File: config.mk
export PLATFORM = sky130hd
export DESIGN_NAME = led_frame_serializer_flat
export DESIGN_NICKNAME = d
export VERILOG_FILES = /design/src/rtl/led_matrix_pkg.sv /design/src/rtl/led_frame_serializer_if.sv /design/src/rtl/led_ser_tick.sv /design/src/rtl/led_frame_serializer.sv /design/src/flat_wrapper.sv
export SDC_FILE = /design/constraint.sdc
export NUM_CORES = 1
export LEC_CHECK = 0
export BUFFER_PORTS_ARGS = -buffer_cell sky130_fd_sc_hd__clkbuf_2
export CORE_ASPECT_RATIO = 0.6
export CORE_MARGIN = 4
export CORE_UTILIZATION = 33
export CTS_CLUSTER_DIAMETER = 60
export DETAILED_ROUTE_END_ITERATION = 8
export SLEW_MARGIN = 20
export SYNTH_ARGS = -nofsm -noshare
export SYNTH_HDL_FRONTEND = slang
export SYNTH_SLANG_ARGS = --single-unit
File: constraint.sdc
create_clock -name clk -period 3.55 [get_ports clk]
set_input_delay 0.8875 -clock clk [delete_from_list [all_inputs] [get_ports clk]]
set_output_delay 0.8875 -clock clk [all_outputs]
set_load 0.01 [all_outputs]
File: src/rtl/led_matrix_pkg.sv
// Shared defaults and FSM state type for the LED frame serializer.
package led_matrix_pkg;

  localparam int unsigned NLEDS_DEFAULT = 64;
  localparam int unsigned DIV_DEFAULT   = 2;

  typedef enum logic [2:0] {
    StIdle,
    StShiftLo,
    StShiftHi,
    StStbLo,
    StStbHi
  } ser_state_t;

endpackage

File: src/rtl/led_frame_serializer_if.sv
// Frame handshake between a frame source (master) and the serializer (slave).
interface led_frame_serializer_if #(
  parameter int unsigned NLEDS = 64
) ();

  logic [NLEDS-1:0] frame_data;
  logic             frame_valid;
  logic             frame_ready;

  modport master (output frame_data, output frame_valid, input frame_ready);
  modport slave  (input frame_data, input frame_valid, output frame_ready);

endinterface

File: src/rtl/led_ser_tick.sv
// Half-period timer: one-cycle o_tick every DIV cycles while enabled, cleared when disabled.
module led_ser_tick #(
  parameter int unsigned DIV = 2
) (
  input  logic clk,
  input  logic reset,
  input  logic i_en,
  output logic o_tick
);

  localparam int unsigned CntW = (DIV > 1) ? $clog2(DIV) : 1;
  localparam logic [CntW-1:0] Last = CntW'(DIV - 1);

  logic [CntW-1:0] r_cnt;
  logic            w_wrap;

  assign w_wrap = (r_cnt == Last);
  assign o_tick = i_en & w_wrap;

  always_ff @(posedge clk or posedge reset) begin
    if (reset) begin
      r_cnt <= '0;
    end else if (!i_en || w_wrap) begin
      r_cnt <= '0;
    end else begin
      r_cnt <= r_cnt + CntW'(1);
    end
  end

endmodule

File: src/rtl/led_frame_serializer.sv
// Replays a parallel NLEDS-bit frame on the driver's din/dclk/strobe port, MSB first.
// Define LED_SER_DOUBLE_BUFFER_EN to accept the next frame while the current one shifts out.
module led_frame_serializer
  import led_matrix_pkg::*;
#(
  parameter int unsigned NLEDS = NLEDS_DEFAULT,
  parameter int unsigned DIV   = DIV_DEFAULT
) (
  input  logic                  clk,
  input  logic                  reset,
  led_frame_serializer_if.slave s_frame,
  output logic                  o_din,
  output logic                  o_dclk,
  output logic                  o_strobe,
  output logic                  o_busy,
  output logic                  o_frame_done
);

  localparam int unsigned CntW = $clog2(NLEDS + 1);

  ser_state_t       r_state;
  ser_state_t       w_state_next;
  logic [NLEDS-1:0] r_shift;
  logic [CntW-1:0]  r_bitcnt;
  logic             r_out_en;
  logic             r_din;
  logic             r_dclk;
  logic             r_strobe;
  logic             r_frame_done;
  logic             w_tick;
  logic             w_accept;
  logic             w_last_bit;
  logic             w_load_new;
  logic             w_shift_step;
  logic             w_done;

  assign w_accept   = s_frame.frame_valid & s_frame.frame_ready;
  assign w_last_bit = (r_bitcnt == CntW'(NLEDS - 1));

  led_ser_tick #(
    .DIV(DIV)
  ) u_tick (
    .clk   (clk),
    .reset (reset),
    .i_en  (r_state != StIdle),
    .o_tick(w_tick)
  );

`ifdef LED_SER_DOUBLE_BUFFER_EN
  logic [NLEDS-1:0] r_hold;
  logic             r_held;
  logic             w_load_held;

  always_ff @(posedge clk or posedge reset) begin
    if (reset) begin
      r_hold <= '0;
      r_held <= 1'b0;
    end else if (w_accept && !w_load_new) begin
      r_hold <= s_frame.frame_data;
      r_held <= 1'b1;
    end else if (w_load_held) begin
      r_held <= 1'b0;
    end
  end

  assign s_frame.frame_ready = r_out_en & ~r_held;
`else
  assign s_frame.frame_ready = r_out_en & (r_state == StIdle);
`endif

  always_ff @(posedge clk or posedge reset) begin
    if (reset) begin
      r_state  <= StIdle;
      r_out_en <= 1'b0;
    end else begin
      r_state  <= w_state_next;
      r_out_en <= 1'b1;
    end
  end

  always_comb begin
    w_state_next = r_state;
    w_load_new   = 1'b0;
    w_shift_step = 1'b0;
    w_done       = 1'b0;
`ifdef LED_SER_DOUBLE_BUFFER_EN
    w_load_held  = 1'b0;
`endif
    unique case (r_state)
      StIdle: begin
        if (w_accept) begin
          w_load_new   = 1'b1;
          w_state_next = StShiftLo;
        end
      end
      StShiftLo: begin
        if (w_tick) w_state_next = StShiftHi;
      end
      StShiftHi: begin
        if (w_tick) begin
          w_shift_step = 1'b1;
          w_state_next = w_last_bit ? StStbLo : StShiftLo;
        end
      end
      StStbLo: begin
        if (w_tick) w_state_next = StStbHi;
      end
      StStbHi: begin
        if (w_tick) begin
          w_done       = 1'b1;
          w_state_next = StIdle;
`ifdef LED_SER_DOUBLE_BUFFER_EN
          // Chain straight into the next frame so the driver sees no idle gap.
          if (r_held) begin
            w_load_held  = 1'b1;
            w_state_next = StShiftLo;
          end else if (w_accept) begin
            w_load_new   = 1'b1;
            w_state_next = StShiftLo;
          end
`endif
        end
      end
      default: w_state_next = StIdle;
    endcase
  end

  always_ff @(posedge clk or posedge reset) begin
    if (reset) begin
      r_shift  <= '0;
      r_bitcnt <= '0;
    end else if (w_load_new) begin
      r_shift  <= s_frame.frame_data;
      r_bitcnt <= '0;
`ifdef LED_SER_DOUBLE_BUFFER_EN
    end else if (w_load_held) begin
      r_shift  <= r_hold;
      r_bitcnt <= '0;
`endif
    end else if (w_shift_step) begin
      r_shift  <= {r_shift[NLEDS-2:0], 1'b0};
      r_bitcnt <= r_bitcnt + CntW'(1);
    end
  end

  // Outputs follow the current state one cycle later, so din only moves as dclk falls.
  always_ff @(posedge clk or posedge reset) begin
    if (reset) begin
      r_din        <= 1'b0;
      r_dclk       <= 1'b0;
      r_strobe     <= 1'b0;
      r_frame_done <= 1'b0;
    end else begin
      r_din        <= ((r_state == StShiftLo) || (r_state == StShiftHi)) & r_shift[NLEDS-1];
      r_dclk       <= (r_state == StShiftHi);
      r_strobe     <= (r_state == StStbHi);
      r_frame_done <= w_done;
    end
  end

  assign o_din        = r_din;
  assign o_dclk       = r_dclk;
  assign o_strobe     = r_strobe;
  assign o_frame_done = r_frame_done;
  assign o_busy       = (r_state != StIdle);

endmodule

File: src/flat_wrapper.sv
// flat-port wrapper written by rule: the top's interface ports become plain ports
module led_frame_serializer_flat import led_matrix_pkg::*;
#(
  parameter int unsigned NLEDS = NLEDS_DEFAULT,
  parameter int unsigned DIV   = DIV_DEFAULT
)
  (clk, reset, o_din, o_dclk, o_strobe, o_busy, o_frame_done, s_frame_frame_data, s_frame_frame_valid, s_frame_frame_ready);
  led_frame_serializer_if #(.NLEDS(NLEDS)) s_frame_i ();
  input  logic clk;
  input  logic reset;
  output logic o_din;
  output logic o_dclk;
  output logic o_strobe;
  output logic o_busy;
  output logic o_frame_done;
  input wire logic [$bits(s_frame_i.frame_data)-1:0] s_frame_frame_data;
  input wire logic [$bits(s_frame_i.frame_valid)-1:0] s_frame_frame_valid;
  output wire logic [$bits(s_frame_i.frame_ready)-1:0] s_frame_frame_ready;
  assign s_frame_i.frame_data = s_frame_frame_data;
  assign s_frame_i.frame_valid = s_frame_frame_valid;
  assign s_frame_frame_ready = s_frame_i.frame_ready;
  led_frame_serializer #(.NLEDS(NLEDS), .DIV(DIV)) u_core (.clk(clk), .reset(reset), .s_frame(s_frame_i), .o_din(o_din), .o_dclk(o_dclk), .o_strobe(o_strobe), .o_busy(o_busy), .o_frame_done(o_frame_done));
endmodule
==> summary.md <==
| Metric | Value |
|---|---|
| Status | finished, final reports clean |
| WP data required | 2.66 ns |
| DRT iter0 DRCs | 272 |
| Internal Power | 1523 uW |
| IO buf count | 72 |
| Clock power share | 0.491 |
| CP max FO | 7 |
| First-pass GRT wire length | 15.47 mm |
| Mapped Area | 3667 um2 |
| CP Data Arrival Time | 1.56 ns |
| Final Setup Violations | 0 |
| Vias/cell | 5.180 |
| Post-route insts no fill | 622 |
| Delay-heaviest family, CP | simple AND/OR/NAND/NOR gates |
| Wire per inst | 14.84 um |
| Lkg Pwr | 0.001933 uW |
| Minimum clock period | 2.448 ns |
| Most common cell after layout, fill and taps aside | nand2_1 |
| Clock Sinks | 80 |
| Clock Tree Root | clkbuf_16 |
| Residual DRC count | 0 |
| RSZ-0062 raised after global routing | no |
| Fmax | 0.4085 GHz |
| CP bufs+invs | 1 |
| Max Cap Viol | 0 |
| Final core occ | 0.4150 |
| Mapped Cells | 425 |
| CTS Hold Buffers Added | 0 |
| CP Class | reg -> out |
| NumNets Final | 546 |
| Die area | 12920 um2 |
| Final WL | 9.228 mm |
| Placed Area | 4134 um2 |
| H-tree level count | 3 |
| Crit path max-delay cell type | dfrtp_1 |
| Clock buffer depth | 2 |
| Post-synth EDFFs | 0 |
| FF+latch count, synth | 80 |
| Pwr Density | 435.7 nW/um2 |
| Worst Clk Skew | 0.003913 ns |
| Core footprint | 10700 um2 |
| Starting density of the core | 0.3426 |
| GPL Wtd Cong | 0.7140 |
| Row cnt | 29 |
| Final setup margin | 1.102 ns |
| Tcrit/Tclk final | 0.6896 |
| Sw Share | 0.2130 |
| Met3 wire len | 509 um |
| Area grow syn2layout | 21.12% |
| Mapped Nets | 493 |
| Initial antenna violation count | 0 |
| Slowest stage delay, CP | 0.49 ns |
| Psw | 412.3 uW |
| HP Class | reg -> reg |
| Router iterations before antenna repair | 4 |
| Post-synthesis area per instance | 8.629 um2 |
| Ant. Diodes | 0 |
| Largest net degree at the start of global routing | 81 |
| Gr ovfl total | 0 |
| Ports | 73 |
| Highest Signal Layer | met4 |
| Final ANT Viol Nets | 0 |
| Worst-Skew Late Latency | 0.34 ns |
| Die height | 89.66 um |
| Seq/Total Area, Yosys | 0.5459 |
| GRT Overall Usage | 0.1511 |
| Dominant synthesized flop cell | dfrtp_1 |
| Wire length on met2 | 3.959 mm |
| Reg power frac | 0.472 |
| CP Capture Type | output pin |
| Slew Limit Fails | 0 |
| Hold Vio Cnt, Final | 0 |
| Placed Instances | 606 |
| CP startpoint kind | flop |
| WL met1 | 4.714 mm |
| Via count | 3222 |
| Ys Warns | 0 |
| Area contributors post-synth | dfrtp_1 (55%), nand2_1 (14%), a31oi_1 (11%) |
| PostCTS Resize Cnt | 0 |
| Crit-path cells | nor3_2 > and2_1 > clkbuf_2 |
| # Post-CTS Setup Buffers | 0 |
| Setup TNS | 0 ns |
| Synth top area share | 0.5459 |
| Finished Cell Area | 4442 um2 |
| DP HPWL | 5.839 mm |
| TritonCTS clock tree | built |
| Share of layout cells above drive strength 1 | 0.2112 |
| Vias in the first global route | 3050 |
| Commonest non-fill, non-tap cells in the layout | nand2_1 (133), dfrtp_1 (80), clkbuf_2 (72), nor3_1 (63), a31oi_1 (62) |
| Total CTS buffers | 9 |
| Synth cell types | 31 |
| Fill count | 1060 |
| Placement Setup Slack | 1.160 ns |
| IR drop worst, VDD | 0.0002408 V |
| Worst-margin pin slew | 0.8732 ns |
| Die span in x | 144.1 um |
| Combinational power share | 0.038 |
| Async set or reset register ratio after synthesis | 1.000 |
| Slew headroom | 0.4158 |
| Clock slew seen by the registers of the worst setup and hold paths | 0.06 ns |
| Synth area leader | dfrtp_1 |
power groups by stage:
| stage | registers [uW] | logic, uW | clock network (uW) |
|---|---|---|---|
| final | 913 | 72.8 | 950 |
| after global routing | 912 | 83.2 | 1000 |
| after CTS | 913 | 75.6 | 967 |
| after detailed placement | 930 | 75.1 | 0 |
| after global placement | 929 | 75.9 | 0 |
| after floorplan | 929 | 24.7 | 0 |
worst paths after layout:
kind / depth (start not counted) / startpoint / to / slack, ns
setup reg to reg: 4 / u_core.r_state[1] / u_core.r_shift[58] / 1.39
hold / removal: 1 / u_core.r_bitcnt[4] / u_core.r_bitcnt[4] / 0.52
hold reg to reg: 1 / u_core.r_bitcnt[4] / u_core.r_bitcnt[4] / 0.52
max in group asynchronous: 3 / reset / u_core.r_shift[22] / 2.61
setup / recovery: 3 / u_core.r_state[1] / s_frame_frame_ready / 1.10
min in group asynchronous: 3 / reset / u_core.r_shift[32] / 0.62
sequential cells by signal (all words and copies together), names as in the netlist:
signal	count
u_core.r_bitcnt	7
u_core.r_state	3
u_core.r_out_en	1
u_core.o_dclk	1
u_core.o_din	1
u_core.r_shift	64
u_core.o_frame_done	1
u_core.o_strobe	1
u_core.u_tick.r_cnt	1
layout make-up:
| type | instances | area, um2 | area share |
|---|---|---|---|
| Clock inverter | 5 | 55.05 | 0.01239 |
| Sequential cell | 80 | 2002 | 0.4507 |
| Multi-Input combinational cell | 304 | 1520 | 0.3423 |
| Clock buffer | 11 | 252.7 | 0.05690 |
| Timing Repair Buffer | 78 | 417.9 | 0.09408 |
| Inverter | 5 | 20.02 | 0.004507 |
| Tap cell | 139 | 173.9 | 0.03915 |
routing by layer:
metal,global-route usage,vias up
li1,-,1590
met1,0.2216,1552
met2,0.2186,73
met3,0.04762,7
met4,0.03590,0
met5,0,-
synthesized netlist by cell type (2+ instances only):
cell type,instances
or3_1,2
nor3_1,63
a31oi_1,62
o21ai_1,4
dfrtp_1,80
xnor2_1,2
buf_2,10
nand3_1,3
nand2_1,135
clkbuf_1,26
o31ai_1,2
or4_1,3
nor2_1,5
inv_1,4
a21oi_1,7
and2_1,2
stage by stage:
| stage | hold slack, ns | total power, uW |
|---|---|---|
| floorplan | 0.4647 | 954.2 |
| global route | 0.5538 | 1998 |
| detailed placement | 0.5093 | 1005 |
| global placement | 0.5043 | 1005 |
| CTS | 0.5222 | 1955 |
| finish | 0.5166 | 1935 |
cell families after synthesis:
kind of cell | after synthesis | synth area share
AO/OA/AOI/OAI | 78 | 0.1310
XOR/XNOR | 2 | 0.004777
adder cells (fa/ha/maj) | 1 | 0.003411
buffers and inverters | 41 | 0.04537
flip-flops | 80 | 0.5459
multiplexers | 2 | 0.005800
other | 1 | 0.001023
AND/OR/NAND/NOR | 220 | 0.2627
(Power assumes the default switching activity.)
